### config.mk
export PLATFORM = sky130hd
export DESIGN_NAME = tank_sprite_layer
export DESIGN_NICKNAME = d
export VERILOG_FILES = /design/src/rtl/tank_gfx_pkg.sv /design/src/rtl/tank_sprite_rom.sv /design/src/rtl/tank_sprite_layer.sv
export SDC_FILE = /design/constraint.sdc
export NUM_CORES = 1
export LEC_CHECK = 0
export ABC_AREA = 1
export ABC_CLOCK_PERIOD_IN_PS = 4000
export BUFFER_PORTS_ARGS = -buffer_cell sky130_fd_sc_hd__clkbuf_2
export CORE_ASPECT_RATIO = 1.2
export CORE_UTILIZATION = 33
export DETAILED_ROUTE_END_ITERATION = 16
export GPL_TIMING_DRIVEN = 0
export PLACE_DENSITY = 0.6
export SETUP_SLACK_MARGIN = 0.4
export SLEW_MARGIN = 20
export SYNTH_ARGS = -nofsm -noshare
export SYNTH_HDL_FRONTEND = slang
export SYNTH_HIERARCHICAL = 1
export SYNTH_SLANG_ARGS = --single-unit
### constraint.sdc
create_clock -name vga_clk -period 4 [get_ports vga_clk]
set_clock_uncertainty 0.05 [all_clocks]
set_input_delay 0.2 -clock vga_clk [delete_from_list [all_inputs] [get_ports vga_clk]]
set_output_delay 0.2 -clock vga_clk [all_outputs]
set_load 0.01 [all_outputs]
### src/rtl/tank_gfx_pkg.sv
// -----------------------------------------------------------------------------
// tank_gfx_pkg
// Shared graphics types and helpers for the tank sprite pipeline.
//   rgb444_t        : 4-bit-per-channel colour
//   pix_tag_t       : per-pixel side information carried alongside the ROM read
//   SCREEN_W/H      : visible raster size
//   spr_texel()     : sprite image content (palette index for a texel)
//   palette_lookup(): palette index -> colour, selectable per sprite set
// -----------------------------------------------------------------------------
package tank_gfx_pkg;

  typedef struct packed {
    logic [3:0] r;
    logic [3:0] g;
    logic [3:0] b;
  } rgb444_t;

  typedef struct packed {
    logic    in_box;
    logic    blank;
    rgb444_t bg;
  } pix_tag_t;

  localparam int SCREEN_W = 640;
  localparam int SCREEN_H = 480;

  // Sprite image: a diagonal index ramp. The caller truncates the result to
  // its index width, so index 0 (transparent by default) recurs regularly.
  function automatic int unsigned spr_texel(int unsigned row, int unsigned col);
    return col + 3 * row;
  endfunction

  // Set 1 is a grey ramp; every other set value selects the default palette.
  function automatic rgb444_t palette_lookup(int unsigned set, int unsigned idx);
    logic [3:0] i4;
    rgb444_t    c;
    i4 = 4'(idx);
    if (set == 1) begin
      c.r = i4;
      c.g = i4;
      c.b = i4;
    end else begin
      c.r = i4;
      c.g = ~i4;
      c.b = {i4[1:0], i4[3:2]};
    end
    return c;
  endfunction

endpackage

### src/rtl/tank_sprite_rom.sv
// -----------------------------------------------------------------------------
// tank_sprite_rom
// Synchronous sprite ROM, SPR_W*SPR_H entries of IDX_BITS, read latency
// ROM_LAT cycles. Contents come from tank_gfx_pkg::spr_texel, so the image is
// constant logic rather than a loaded memory.
// Ports:
//   clk_i   in  1       read clock
//   addr_i  in  ADDR_W  {row, col}
//   data_o  out IDX_BITS palette index, ROM_LAT cycles after addr_i
// -----------------------------------------------------------------------------
module tank_sprite_rom
  import tank_gfx_pkg::*;
#(
  parameter int SPR_W    = 32,
  parameter int SPR_H    = 32,
  parameter int IDX_BITS = 4,
  parameter int ROM_LAT  = 1,
  parameter int ADDR_W   = $clog2(SPR_W) + $clog2(SPR_H)
) (
  input  logic                clk_i,
  input  logic [ADDR_W-1:0]   addr_i,
  output logic [IDX_BITS-1:0] data_o
);

  localparam int CW = $clog2(SPR_W);

  logic [ADDR_W-1:CW]   row_w;
  logic [CW-1:0]        col_w;
  logic [IDX_BITS-1:0]  word_d;
  logic [IDX_BITS-1:0]  pipe_q [ROM_LAT];

  assign row_w  = addr_i[ADDR_W-1:CW];
  assign col_w  = addr_i[CW-1:0];
  assign word_d = IDX_BITS'(spr_texel(32'(row_w), 32'(col_w)));

  // Data path only; no reset needed since the caller qualifies every read.
  always_ff @(posedge clk_i) begin
    pipe_q[0] <= word_d;
    for (int k = 1; k < ROM_LAT; k++) begin
      pipe_q[k] <= pipe_q[k-1];
    end
  end

  assign data_o = pipe_q[ROM_LAT-1];

endmodule

### src/rtl/tank_sprite_layer.sv
// -----------------------------------------------------------------------------
// tank_sprite_layer
// Per-pixel sprite overlay on the VGA path. One palettized sprite is placed at
// a per-frame latched position with 1<<scale_log2 magnification; texels equal
// to TRANSP_IDX show the background. Latency from DrawX/DrawY/bg/blank to the
// outputs is ROM_LAT+1 cycles regardless of hit.
// Ports:
//   vga_clk, reset_n                 clock, async active-low reset
//   DrawX, DrawY [9:0]               current pixel
//   blank                            1 = active video
//   frame_start                      shadow register load strobe
//   spr_en, pos_x, pos_y, scale_log2 live placement (shadowed on frame_start)
//   spr_hflip                        horizontal mirror (TANK_SPR_HFLIP_EN only)
//   bg_red/green/blue [3:0]          background colour
//   red/green/blue [3:0]             composited colour (registered)
//   sprite_hit                       output pixel is an opaque sprite texel
// Build option: define TANK_SPR_HFLIP_EN to add the spr_hflip input.
// reset_n is expected to deassert synchronously to vga_clk (upstream
// synchroniser); assertion may be fully asynchronous.
// -----------------------------------------------------------------------------
module tank_sprite_layer
  import tank_gfx_pkg::*;
#(
  parameter int SPR_W      = 32,
  parameter int SPR_H      = 32,
  parameter int IDX_BITS   = 4,
  parameter int ROM_LAT    = 1,
  parameter int TRANSP_IDX = 0,
  parameter int SPRITE_SET = 0
) (
  input  logic       vga_clk,
  input  logic       reset_n,
  input  logic [9:0] DrawX,
  input  logic [9:0] DrawY,
  input  logic       blank,
  input  logic       frame_start,
  input  logic       spr_en,
  input  logic [9:0] pos_x,
  input  logic [9:0] pos_y,
  input  logic [1:0] scale_log2,
`ifdef TANK_SPR_HFLIP_EN
  input  logic       spr_hflip,
`endif
  input  logic [3:0] bg_red,
  input  logic [3:0] bg_green,
  input  logic [3:0] bg_blue,
  output logic [3:0] red,
  output logic [3:0] green,
  output logic [3:0] blue,
  output logic       sprite_hit
);

  localparam int CW     = $clog2(SPR_W);
  localparam int RW     = $clog2(SPR_H);
  localparam int ADDR_W = CW + RW;

  // ---------------------------------------------------------------- shadows
  logic       en_q,    en_d;
  logic [9:0] pos_x_q, pos_x_d;
  logic [9:0] pos_y_q, pos_y_d;
  logic [1:0] scale_q, scale_d;
  logic       hflip_q, hflip_d;

  always_comb begin
    en_d    = en_q;
    pos_x_d = pos_x_q;
    pos_y_d = pos_y_q;
    scale_d = scale_q;
    hflip_d = hflip_q;
    if (frame_start) begin
      en_d    = spr_en;
      pos_x_d = pos_x;
      pos_y_d = pos_y;
      scale_d = scale_log2;
`ifdef TANK_SPR_HFLIP_EN
      hflip_d = spr_hflip;
`else
      hflip_d = 1'b0;
`endif
    end
  end

  always_ff @(posedge vga_clk or negedge reset_n) begin
    if (!reset_n) begin
      en_q    <= 1'b0;
      pos_x_q <= '0;
      pos_y_q <= '0;
      scale_q <= '0;
      hflip_q <= 1'b0;
    end else begin
      en_q    <= en_d;
      pos_x_q <= pos_x_d;
      pos_y_q <= pos_y_d;
      scale_q <= scale_d;
      hflip_q <= hflip_d;
    end
  end

  // ------------------------------------------------- stage 0: box + address
  logic [10:0]       dx, dy;
  logic [9:0]        dx_sh, dy_sh;
  logic              in_box;
  logic [CW-1:0]     col;
  logic [ADDR_W-1:0] rom_addr;

  assign dx    = {1'b0, DrawX} - {1'b0, pos_x_q};
  assign dy    = {1'b0, DrawY} - {1'b0, pos_y_q};
  // For non-negative offsets, dx < (SPR_W<<scale) is the same as the shifted
  // offset fitting in the column field, so the upper bits must be zero.
  assign dx_sh = dx[9:0] >> scale_q;
  assign dy_sh = dy[9:0] >> scale_q;

  assign in_box = en_q && !dx[10] && !dy[10]
               && (dx_sh[9:CW] == '0) && (dy_sh[9:RW] == '0)
               && (DrawX < 10'(SCREEN_W)) && (DrawY < 10'(SCREEN_H));

  // Mirroring SPR_W-1-c on a power-of-two field is a bitwise inversion.
  assign col      = hflip_q ? ~dx_sh[CW-1:0] : dx_sh[CW-1:0];
  assign rom_addr = {dy_sh[RW-1:0], col};

  // ------------------------------------------------------------- ROM stage
  logic [IDX_BITS-1:0] rom_data;

  tank_sprite_rom #(
    .SPR_W    (SPR_W),
    .SPR_H    (SPR_H),
    .IDX_BITS (IDX_BITS),
    .ROM_LAT  (ROM_LAT),
    .ADDR_W   (ADDR_W)
  ) u_rom (
    .clk_i  (vga_clk),
    .addr_i (rom_addr),
    .data_o (rom_data)
  );

  // Side information travels in lockstep with the ROM read.
  pix_tag_t tag_d;
  pix_tag_t dly_q [ROM_LAT];

  always_comb begin
    tag_d.in_box = in_box;
    tag_d.blank  = blank;
    tag_d.bg.r   = bg_red;
    tag_d.bg.g   = bg_green;
    tag_d.bg.b   = bg_blue;
  end

  always_ff @(posedge vga_clk or negedge reset_n) begin
    if (!reset_n) begin
      for (int k = 0; k < ROM_LAT; k++) begin
        dly_q[k] <= '0;
      end
    end else begin
      dly_q[0] <= tag_d;
      for (int k = 1; k < ROM_LAT; k++) begin
        dly_q[k] <= dly_q[k-1];
      end
    end
  end

  // ------------------------------------------------ palette + composite out
  pix_tag_t tail;
  rgb444_t  pal;
  rgb444_t  rgb_d, rgb_q;
  logic     hit_d, hit_q;

  assign tail = dly_q[ROM_LAT-1];
  assign pal  = palette_lookup(SPRITE_SET, 32'(rom_data));

  always_comb begin
    rgb_d = '0;
    hit_d = 1'b0;
    if (!tail.blank) begin
      rgb_d = '0;
      hit_d = 1'b0;
    end else if (tail.in_box && (rom_data != IDX_BITS'(TRANSP_IDX))) begin
      rgb_d = pal;
      hit_d = 1'b1;
    end else begin
      rgb_d = tail.bg;
      hit_d = 1'b0;
    end
  end

  always_ff @(posedge vga_clk or negedge reset_n) begin
    if (!reset_n) begin
      rgb_q <= '0;
      hit_q <= 1'b0;
    end else begin
      rgb_q <= rgb_d;
      hit_q <= hit_d;
    end
  end

  assign red        = rgb_q.r;
  assign green      = rgb_q.g;
  assign blue       = rgb_q.b;
  assign sprite_hit = hit_q;

endmodule

==> flow_results.xml <==
<?xml version="1.0" encoding="UTF-8"?>
<metrics>
  <group name="setup_path">
    <metric name="r2r-start" unit="">pos_y_q[0]</metric>
    <metric name="crit_path_depth" unit="">17</metric>
    <metric name="critPathMostFrequentCell" unit="">nand2_2</metric>
    <metric name="critPathMaxStageDelay" unit="ns">0.44</metric>
    <metric name="crit_path_top_delay_cell" unit="">fa_1</metric>
    <metric name="worstPathCellList" unit="">ha_2 -&gt; fa_2 -&gt; inv_2 -&gt; nand2_2 -&gt; o21ai_2 -&gt; xor2_1 -&gt; o21ai_1 -&gt; o21ai_2 -&gt; buf_4 -&gt; fa_1 -&gt; fa_2 -&gt; inv_1 -&gt; nand2_2 -&gt; nand2_1 -&gt; nand2_2 -&gt; nand3_1 -&gt; nand2_1</metric>
    <metric name="endpoint_kind" unit="">register</metric>
    <metric name="cpLargestDelayFamily" unit="">adder cells</metric>
    <metric name="worst_r2r_endpoint" unit="">u_rom/pipe_q[0][3]</metric>
    <metric name="critical_path_peak_fanout" unit="">3</metric>
    <metric name="rrSetupSlack" unit="ns">0.69</metric>
    <metric name="worst_setup_sp_type" unit="">register</metric>
    <metric name="arrival" unit="ns">3.46</metric>
    <metric name="worst_setup_path_startpoint" unit="">pos_y_q[0]</metric>
    <metric name="count_of_buffer_and_inverter_cells_on_the_critical_path" unit="">3</metric>
    <metric name="rr_worst_depth" unit="">17</metric>
    <metric name="cp.required" unit="ns">4.15</metric>
    <metric name="critical_path_class" unit="">reg -&gt; reg</metric>
  </group>
  <group name="routing">
    <metric name="drt_wl_total" unit="um">7980</metric>
    <metric name="ant_nets" unit="">0</metric>
    <metric name="route.vias.total" unit="">3117</metric>
    <metric name="post-route-drc-count" unit="">0</metric>
    <metric name="first_pass_iters" unit="">5</metric>
    <metric name="avgRoutedWirePerCell" unit="um">12.0</metric>
    <metric name="drt-vias-per-instance" unit="">4.70</metric>
    <metric name="drt_first_iter_violations" unit="">127</metric>
  </group>
  <group name="grt">
    <metric name="grt_max_degree" unit="">51</metric>
    <metric name="vias_in_the_first_global_route" unit="">3124</metric>
    <metric name="grt-busiest-layer" unit="">met2</metric>
    <metric name="grt_remaining_overflow" unit="">0</metric>
    <metric name="grt_first_pass_wirelength" unit="um">13500</metric>
    <metric name="global_route_track_usage_on_met1" unit="%">19.7</metric>
    <metric name="grt_use_met3" unit="%">2.64</metric>
    <metric name="m2_gr_usage" unit="%">28.6</metric>
    <metric name="gr-usage-all-layers" unit="%">16.2</metric>
    <metric name="antenna_found_initial" unit="">0</metric>
  </group>
  <group name="cells_and_area">
    <metric name="nFillCells" unit="">1035</metric>
    <metric name="multi_input_area" unit="um^2">1770</metric>
    <metric name="flow.area_growth_from_synthesis" unit="%">25.7</metric>
    <metric name="num-nets-final" unit="">625</metric>
    <metric name="layoutNonFillerInstCount" unit="">663</metric>
    <metric name="layout-drive-gt1-share" unit="%">19.1</metric>
    <metric name="antenna-diode-count" unit="">0</metric>
    <metric name="regArea" unit="um^2">1330</metric>
  </group>
  <group name="floorplanning">
    <metric name="dieHeight" unit="um">112</metric>
    <metric name="core_area" unit="um^2">9710</metric>
    <metric name="die_area" unit="um^2">10600</metric>
    <metric name="ioPinCount" unit="">72</metric>
    <metric name="floorplan.initialDensity" unit="%">34.5</metric>
    <metric name="die_width" unit="um">94.0</metric>
    <metric name="placementRows" unit="">39</metric>
  </group>
  <group name="timing">
    <metric name="worst-slew-pin-transition" unit="ns">0.723</metric>
    <metric name="finalMaxSlewViolations" unit="">0</metric>
    <metric name="final.period_utilization" unit="%">82.6</metric>
    <metric name="worst_slew_margin_rel" unit="%">51.8</metric>
    <metric name="post-route-min-period" unit="ns">3.31</metric>
    <metric name="rsz0062_at_grt" unit="">no</metric>
    <metric name="finalSetupViolations" unit="">0</metric>
    <metric name="timing_hold_violations_final" unit="">0</metric>
    <metric name="finalSetupTns" unit="ns">0</metric>
    <metric name="timing.fmax" unit="GHz">0.303</metric>
  </group>
  <group name="min_path">
    <metric name="worstHoldStart" unit="">pos_y[8]</metric>
    <metric name="min_delay_path_depth" unit="">3</metric>
    <metric name="hold_end" unit="">pos_y_q[8]</metric>
    <metric name="worstHoldPathType" unit="">in -&gt; reg</metric>
  </group>
  <group name="clock_tree">
    <metric name="cts_root_buffer" unit="">clkbuf_16</metric>
    <metric name="clock_latency_on_the_worst_skew_pair" unit="ns">0.30</metric>
    <metric name="cts_tree" unit="">yes</metric>
    <metric name="cts_htree_levels" unit="">2</metric>
    <metric name="numClockSinks" unit="">54</metric>
    <metric name="cts.reportedPaths.clkPinSlew" unit="ns">0.08</metric>
    <metric name="numCtsBuffers" unit="">5</metric>
    <metric name="clk_path_buf_depth" unit="">2</metric>
  </group>
  <group name="logic_synthesis">
    <metric name="synthesis.nets" unit="">532</metric>
    <metric name="netlist_area_before_placement" unit="um^2">3350</metric>
    <metric name="count_of_synthesis_stage_warnings_from_yosys" unit="">6</metric>
    <metric name="synthCells" unit="">446</metric>
    <metric name="synthesis.area_per_instance" unit="um^2">7.51</metric>
  </group>
  <group name="job">
    <metric name="maxCapViolCount" unit="">0</metric>
  </group>
  <group name="power">
    <metric name="power_density" unit="nW/um^2">392</metric>
    <metric name="power.static_leakage" unit="nW">2.26</metric>
    <metric name="vdd_drop_max" unit="uV">200</metric>
    <metric name="post-layout-total-power" unit="mW">1.65</metric>
  </group>
  <group name="placement">
    <metric name="detailedPlacementHpwl" unit="um">6120</metric>
    <metric name="port-buffer-count" unit="">70</metric>
    <metric name="place.detailed.instances" unit="">639</metric>
    <metric name="finalWeightedCongestion" unit="">0.839</metric>
  </group>
  <group name="status">
    <metric name="run_status" unit="">finished, final reports clean</metric>
  </group>
</metrics>
==> worst register-to-register path, delay by kind of cell (launching register included) <==
kind,cells,cell delay (ns)
fa+ha+maj,4,1.38
xor+xnor,1,0.21
buf+inv,3,0.29
simple gates,6,0.34
flops,1,0.38
compound gates,3,0.54
==> state kept, by name (all words and copies together) (netlist names) <==
register / flops
blue: 4
scale_q: 2
pos_y_q: 10
pos_x_q: 10
dly_q: 14
u_rom/pipe_q: 4
sprite_hit: 1
en_q: 1
green: 4
red: 4
==> repair_timing <==
action | CTS | global route
hold endpoints to repair | 63 | 0
resized for setup | 3 | 15
cloned | 0 | 0
pin swaps | 0 | 7
setup buffers | 0 | 2
setup endpoints to repair | 1 | 1
hold buffers | 14 | 0
==> layout make-up <==
type / instances / area share (%)
multi-input cells: 315 / 42.0
flip-flops and latches: 54 / 31.6
repair buffers: 86 / 12.1
inverters: 68 / 6.06
well taps: 123 / 3.66
clock buffers: 5 / 2.97
plain buffers: 9 / 0.981
clock inverters: 3 / 0.624
==> metal layers <==
metal | part of all wire (%) | routed length, um
met1 | 45 | 3590
met2 | 49 | 3890
met3 | 4.4 | 352
met4 | 1.8 | 146
met5 | 0 | 0
==> cell usage in the layout, fill, tap and decap left out, drive strengths merged <==
cell type / n
nand2: 135
clkbuf: 83
inv: 66
dfrtp: 50
o21ai: 42
nand3: 36
nor2: 25
a21oi: 23
ha: 22
dlygate4sd3: 14
nand4: 6
clkinv: 5
xor2: 5
fa: 5
dfxtp: 4
mux2: 3
buf: 3
mux2i: 2
nand3b: 2
o21bai: 2
nor3: 2
o41ai: 1
or2: 1
and2: 1
xnor2: 1
a21o: 1
==> power breakdown <==
part | internal (mW) | switching [mW] | leakage [nW]
logic | 0.226 | 0.320 | 1.54
clock network | 0.238 | 0.218 | 0.0748
registers | 0.602 | 0.0440 | 0.646
total | 1.07 | 0.582 | 2.26
==> worst max path at each step <==
stage                                     to  slack (ns)
final                     u_rom/pipe_q[0][3]        0.69
after global routing      u_rom/pipe_q[0][3]        0.42
after CTS                 u_rom/pipe_q[0][3]        0.44
after detailed placement  u_rom/pipe_q[0][3]        0.23
after global placement    u_rom/pipe_q[0][3]        0.34
after floorplan           u_rom/pipe_q[0][3]        0.63
==> metrics by stage <==
step / instance area (um^2) / util [%] / hold slack [ns] / setup WS [ns]
after floorplan: 3350 / - / -0.146 / 0.632
after global placement: 3850 / 39.7 / 0.261 / 0.338
after detailed placement: 3860 / 39.7 / 0.260 / 0.229
after CTS: 4150 / 42.8 / 0.0452 / 0.438
after global routing: 4210 / 43.3 / 0.0564 / 0.424
final: 4210 / 43.3 / 0.0483 / 0.695
(Power assumes the default switching activity.)
